[config.mk]
export PLATFORM = sky130hd
export DESIGN_NAME = chan_mode_ctrl_flat
export DESIGN_NICKNAME = d
export VERILOG_FILES = /design/src/rtl/mode_pkg.sv /design/src/rtl/chan_mode_ctrl_if.sv /design/src/rtl/chan_mode_ctrl.sv /design/src/flat_wrapper.sv
export SDC_FILE = /design/constraint.sdc
export NUM_CORES = 1
export LEC_CHECK = 0
export ABC_AREA = 0
export CAP_MARGIN = 40
export CORE_MARGIN = 2
export CORE_UTILIZATION = 35
export CTS_CLUSTER_DIAMETER = 150
export DETAILED_ROUTE_END_ITERATION = 8
export SETUP_SLACK_MARGIN = 0.4
export SLEW_MARGIN = 20
export SYNTH_ARGS = -nofsm -noshare
export SYNTH_HDL_FRONTEND = slang
export SYNTH_SLANG_ARGS = --single-unit
export TNS_END_PERCENT = 10
[constraint.sdc]
create_clock -name clk -period 3.1 [get_ports clk]
set_input_delay 0.465 -clock clk [delete_from_list [all_inputs] [get_ports clk]]
set_output_delay 0.465 -clock clk [all_outputs]
set_load 0.02 [all_outputs]
[src/rtl/mode_pkg.sv]
// Per-channel job state type shared by chan_mode_ctrl and its clients.
package mode_pkg;
    typedef enum logic [1:0] {IDLE, RUN, DONE, ERR} mode_t;
endpackage

[src/rtl/chan_mode_ctrl_if.sv]
// Completion-report valid/ready port of chan_mode_ctrl (master = controller, slave = consumer).
interface chan_mode_ctrl_if #(
    parameter int unsigned NCH  = 4,
    parameter int unsigned CNTW = 8
);
    localparam int unsigned CHW = (NCH > 1) ? $clog2(NCH) : 1;

    logic            rpt_valid;
    logic            rpt_ready;
    logic [CHW-1:0]  rpt_ch;
    logic [CNTW-1:0] rpt_len;

    modport master (output rpt_valid, output rpt_ch, output rpt_len, input rpt_ready);
    modport slave  (input rpt_valid, input rpt_ch, input rpt_len, output rpt_ready);
endinterface

[src/rtl/chan_mode_ctrl.sv]
// N-channel start/done job controller with a round-robin completion report port.
// Optional feature: define CHAN_ABORT_EN to add the per-channel abort input.
module chan_mode_ctrl
    import mode_pkg::*;
#(
    parameter int unsigned NCH  = 4,
    parameter int unsigned CNTW = 8
) (
    input  logic                clk,
    input  logic                rst_n,
    input  logic [NCH-1:0]      start,
    input  logic [NCH*CNTW-1:0] len,
`ifdef CHAN_ABORT_EN
    input  logic [NCH-1:0]      abort,
`endif
    output mode_t [NCH-1:0]     mode_o,
    output logic                busy_o,
    chan_mode_ctrl_if.master    rpt
);
    localparam int unsigned CHW = (NCH > 1) ? $clog2(NCH) : 1;

    mode_t [NCH-1:0] mode_q;
    logic [CNTW-1:0] cnt_q [NCH];
    logic [CNTW-1:0] len_q [NCH];
    logic [NCH-1:0]  loaded_q;
    logic [CHW-1:0]  rr_q;
    logic            rpt_valid_q;
    logic [CHW-1:0]  rpt_ch_q;
    logic [CNTW-1:0] rpt_len_q;

    logic            hs;
    logic            load;
    logic [NCH-1:0]  cand;
    logic [NCH-1:0]  run_vec;
    logic            gnt_vld;
    logic [CHW-1:0]  gnt_ch;
    logic [CHW-1:0]  idx;

    // A channel already sitting in the report register is excluded via loaded_q,
    // so the channel being handshaken this cycle can never be granted again.
    always_comb begin
        hs      = rpt_valid_q & rpt.rpt_ready;
        load    = ~rpt_valid_q | hs;
        gnt_vld = 1'b0;
        gnt_ch  = '0;
        idx     = '0;
        for (int unsigned i = 0; i < NCH; i++) begin
            cand[i]    = (mode_q[i] == DONE) & ~loaded_q[i];
            run_vec[i] = (mode_q[i] == RUN);
        end
        for (int unsigned k = 1; k <= NCH; k++) begin
            idx = CHW'((32'(rr_q) + k) % NCH);
            if (!gnt_vld && cand[idx]) begin
                gnt_vld = 1'b1;
                gnt_ch  = idx;
            end
        end
    end

    always_ff @(posedge clk or negedge rst_n) begin
        if (!rst_n) begin
            for (int unsigned i = 0; i < NCH; i++) begin
                mode_q[i] <= IDLE;
                cnt_q[i]  <= '0;
                len_q[i]  <= '0;
            end
            loaded_q    <= '0;
            rr_q        <= '0;
            rpt_valid_q <= 1'b0;
            rpt_ch_q    <= '0;
            rpt_len_q   <= '0;
        end else begin
            for (int unsigned i = 0; i < NCH; i++) begin
                case (mode_q[i])
                    IDLE: begin
                        if (start[i]) begin
                            len_q[i] <= len[i*CNTW +: CNTW];
                            if (len[i*CNTW +: CNTW] != '0) begin
                                mode_q[i] <= RUN;
                                cnt_q[i]  <= len[i*CNTW +: CNTW];
                            end else begin
                                mode_q[i] <= DONE;
                            end
                        end
                    end
                    RUN: begin
`ifdef CHAN_ABORT_EN
                        if (abort[i]) begin
                            mode_q[i] <= IDLE;
                            cnt_q[i]  <= '0;
                        end else
`endif
                        if (cnt_q[i] == CNTW'(1)) begin
                            mode_q[i] <= DONE;
                            cnt_q[i]  <= '0;
                        end else begin
                            cnt_q[i] <= cnt_q[i] - CNTW'(1);
                        end
                    end
                    DONE: begin
                        if (hs && rpt_ch_q == CHW'(i)) begin
                            mode_q[i] <= IDLE;
                        end
                    end
                    default: begin
                        mode_q[i] <= IDLE;
                        cnt_q[i]  <= '0;
                    end
                endcase

                if (hs && rpt_ch_q == CHW'(i)) begin
                    loaded_q[i] <= 1'b0;
                end else if (load && gnt_vld && gnt_ch == CHW'(i)) begin
                    loaded_q[i] <= 1'b1;
                end
            end

            if (load) begin
                rpt_valid_q <= gnt_vld;
                if (gnt_vld) begin
                    rpt_ch_q  <= gnt_ch;
                    rpt_len_q <= len_q[gnt_ch];
                    rr_q      <= gnt_ch;
                end
            end
        end
    end

    assign mode_o        = mode_q;
    assign busy_o        = |run_vec;
    assign rpt.rpt_valid = rpt_valid_q;
    assign rpt.rpt_ch    = rpt_ch_q;
    assign rpt.rpt_len   = rpt_len_q;
endmodule
[src/flat_wrapper.sv]
// flat-port wrapper written by rule: the top's interface ports become plain ports
module chan_mode_ctrl_flat import mode_pkg::*;
#(
    parameter int unsigned NCH  = 4,
    parameter int unsigned CNTW = 8
)
  (clk, rst_n, start, len, mode_o, busy_o, rpt_rpt_valid, rpt_rpt_ch, rpt_rpt_len, rpt_rpt_ready);
  chan_mode_ctrl_if #(.NCH(NCH), .CNTW(CNTW)) rpt_i ();
  input  logic clk;
  input  logic rst_n;
  input  logic [NCH-1:0] start;
  input  logic [NCH*CNTW-1:0] len;
  output mode_t [NCH-1:0] mode_o;
  output logic busy_o;
  output wire logic [$bits(rpt_i.rpt_valid)-1:0] rpt_rpt_valid;
  output wire logic [$bits(rpt_i.rpt_ch)-1:0] rpt_rpt_ch;
  output wire logic [$bits(rpt_i.rpt_len)-1:0] rpt_rpt_len;
  input wire logic [$bits(rpt_i.rpt_ready)-1:0] rpt_rpt_ready;
  assign rpt_rpt_valid = rpt_i.rpt_valid;
  assign rpt_rpt_ch = rpt_i.rpt_ch;
  assign rpt_rpt_len = rpt_i.rpt_len;
  assign rpt_i.rpt_ready = rpt_rpt_ready;
  chan_mode_ctrl #(.NCH(NCH), .CNTW(CNTW)) u_core (.clk(clk), .rst_n(rst_n), .start(start), .len(len), .mode_o(mode_o), .busy_o(busy_o), .rpt(rpt_i));
endmodule
==> flow_metrics.env <==
export IMPL_cts_buffers=9
export IMPL_grt_pass1_vias=4171
export IMPL_dieWidth_um=121.8
export IMPL_grt_pass1_wl_um=21510
export IMPL_crit_reg2reg_capture="u_core.rpt.rpt_len[1]"
export IMPL_p_per_area_mw_per_mm2=1089
export IMPL_synthTopCellsByArea="dfrtp_1 45%, mux2i_1 4.9%, mux2_2 4.6%, nand2_1 4.6%, o21ai_0 4.1%"
export IMPL_num_antenna_cells=0
export IMPL_syn_avg_cell_area_um2=9.573
export IMPL_cts_root_buf="clkbuf_16"
export IMPL_dp_cells=734
export IMPL_cp_arrival_ns=2.85
export IMPL_cts_max_level=3
export IMPL_rows=43
export IMPL_skew_ns=0.006885
export IMPL_fp_dieH_um=121.8
export IMPL_drt_vias_per_instance=5.589
export IMPL_worstMarginPinSlew_ns=0.9716
export IMPL_slowest_delay_ns=0.60
export IMPL_async_flop_share_pct=100.0
export IMPL_dieArea_mm2=0.01482
export IMPL_core_mm2=0.01372
export IMPL_antenna_found_initial=0
export IMPL_grtUsageTotal_pct=18.72
export IMPL_yosysWarnings=0
export IMPL_cp_start_kind="flop"
export IMPL_min_path_type="in -> async"
export IMPL_max_freq_mhz=387.1
export IMPL_ir_drop_mv=0.5025
export IMPL_hold_viol=0
export IMPL_rrSetupSlack_ns=0.52
export IMPL_syn_area_mm2=0.004853
export IMPL_drcViolationCount=0
export IMPL_worst_path_buf_inv=1
export IMPL_cpLargestDelayFamily="compound AO/OA/AOI/OAI gates"
export IMPL_crit_path_end_kind="flop"
export IMPL_syn_nets=558
export IMPL_post_synth_top_area_fraction_pct=44.86
export IMPL_ant_nets=0
export IMPL_wl_per_cell_um=17.65
export IMPL_yosys_cell_types_count=60
export IMPL_synthTopCellsByCount="87 x dfrtp_1, 60 x nand2_1, 40 x o21ai_0"
export IMPL_synth_ff_type="dfrtp_1"
export IMPL_drt_total_wl_um=13360
export IMPL_r2r_start="u_core.rr_q[1]"
export IMPL_grt_overflow=0
export IMPL_nNetsFinal=623
export IMPL_crit_fanout=8
export IMPL_crit_type="reg -> reg"
export IMPL_status="finished clean"
export IMPL_yosysMostFrequentCell="dfrtp_1"
export IMPL_fillers=1344
export IMPL_cts_reportedPaths_clkPinSlew_ns=0.07
export IMPL_cts_hold_buf=0
export IMPL_cts_tree="built"
export IMPL_critPathRequiredTime_ns=3.37
export IMPL_drive_above_1_share_pct=14.73
export IMPL_rsz0062_at_grt="true"
export IMPL_cap_viol_max_count=0
export IMPL_ios=59
export IMPL_leakagePower_nw=2.551
export IMPL_firstDrtPassIters=5
export IMPL_drt_iter0_markers=322
export IMPL_yosysTopAreaCell="dfrtp_1"
export IMPL_fin_crit_ns=2.584
export IMPL_slowest_stage="or4b_2"
export IMPL_grt_start_max_net_pins=47
export IMPL_synthCells=507
export IMPL_num_vias=4231
export IMPL_tns_ns=0
export IMPL_setup_viol=0
export IMPL_clock_latency_ns=0.35
export IMPL_synth_seq_cells=87
export IMPL_slew_headroom_pct=34.38
export IMPL_gp_congestion=0.9037
export IMPL_drv_slew=0
export IMPL_grt_busiest_layer="met2"
export IMPL_grtUsageMet2_pct=30.27
export IMPL_crit_chain="inv_4 > ha_4 > or4b_2 > o211ai_1 > mux2i_2 > a221o_2 > mux2i_1 > a211oi_1"
export IMPL_cts_sinks=87
export IMPL_stdcell_count=757
export IMPL_grt_met1_usage_pct=24.47
export IMPL_io_buffers=58
export IMPL_rr_worst_depth=8
export IMPL_synth_edf_count=0
export IMPL_start_util_pct=35.38
export IMPL_clockBufferDepth=2
export IMPL_yosysSeqAreaShare_pct=44.86
export IMPL_dp_hpwl_um=9714
export IMPL_area_growth_pct=24.95
export IMPL_grt_util_met3_pct=6.133
export IMPL_fin_crit_sh_pct=83.34
## stage by stage
stage	worst slack (ns)	util [%]	area, um^2	power, W	hold WS [ns]
final	0.5165	44.20	6065	0.006603	0.1173
after global routing	0.3860	44.20	6065	0.007109	0.1626
after CTS	0.4321	43.69	5995	0.006524	0.1463
after detailed placement	0.2476	41.13	5643	0.005304	0.4776
after global placement	0.3849	41.13	5643	0.005219	0.4694
after floorplan	0.4227	-	4878	0.004311	0.1694
## where the power goes
part / internal [W] / switching [W]
sequential: 0.00166 / 0.000445
clock: 0.000659 / 0.000492
combinational: 0.00149 / 0.00185
## final cells by class
type | instances | area, um^2 | area share (%)
clock buffer | 10 | 239.0 | 3.941
clock inverter | 6 | 75.07 | 1.238
inverter | 25 | 96.34 | 1.589
multi-input combinational | 374 | 2541 | 41.90
sequential | 87 | 2182 | 35.98
tap | 180 | 225.2 | 3.714
timing repair buffer | 75 | 705.7 | 11.64
## placed cells by master (no fill, tap or decap), drive strengths merged, types with 8 or more instances in the layout
| cell | count |
|---|---|
| nor4 | 12 |
| nand3b | 13 |
| inv | 28 |
| o21ai | 40 |
| a211oi | 8 |
| a21oi | 19 |
| clkbuf | 11 |
| mux2 | 20 |
| nor2 | 37 |
| buf | 17 |
| nand2 | 60 |
| nor3 | 10 |
| mux2i | 24 |
| ha | 12 |
| dfrtp | 87 |
| clkdlybuf4s50 | 57 |
| nand2b | 8 |
## kinds of logic after synthesis
| family | share of synthesized area, % |
|---|---|
| multiplexers | 10.05 |
| adder cells (fa/ha/maj) | 3.093 |
| XOR/XNOR | 1.083 |
| AO/OA/AOI/OAI | 17.30 |
| flip-flops | 44.86 |
| buffers and inverters | 4.382 |
| AND/OR/NAND/NOR | 19.23 |
## sequential cells by signal, summed over array words and instances, names as in the netlist
register / count
u_core.len_q: 32
u_core.rpt.rpt_valid: 1
u_core.rpt.rpt_len: 8
u_core.rr_q: 2
u_core.mode_o: 8
u_core.loaded_q: 4
u_core.cnt_q: 32
## worst max path at each step
stage | startpoint | to | slack (ns) | cells past startpoint
finish | u_core.rr_q[1] | u_core.rpt.rpt_len[1] | 0.52 | 8
global route | u_core.rr_q[1] | u_core.rpt.rpt_len[1] | 0.39 | 8
CTS | u_core.mode_o[3] | u_core.rpt.rpt_len[4] | 0.43 | 6
detailed placement | u_core.rr_q[1] | u_core.rpt.rpt_len[4] | 0.25 | 8
global placement | u_core.rr_q[1] | u_core.rpt.rpt_len[7] | 0.38 | 8
floorplan | u_core.mode_o[7] | u_core.rpt.rpt_len[0] | 0.42 | 10
## routing by layer
| metal | wire length, um | share of wire, % |
|---|---|---|
| met5 | 0 | 0 |
| met4 | 267 | 2.0 |
| met3 | 846 | 6.3 |
| met2 | 6297 | 47 |
| met1 | 5950 | 45 |
## worst reg2reg max path, cell delays in order (launching register included)
cell and delay, ns:
dfrtp_2 0.46, inv_4 0.11, ha_4 0.22, or4b_2 0.60
o211ai_1 0.12, mux2i_2 0.16, a221o_2 0.45, mux2i_1 0.16
a211oi_1 0.23
## repair_timing
action                                  CTS  global route
gates resized for setup                   3            10
pin swaps                                 0             1
hold endpoints to repair                  0             0
gates cloned                              1             1
endpoints found under the setup margin    8             8
setup buffers                             2             2
(Power assumes the default switching activity.)
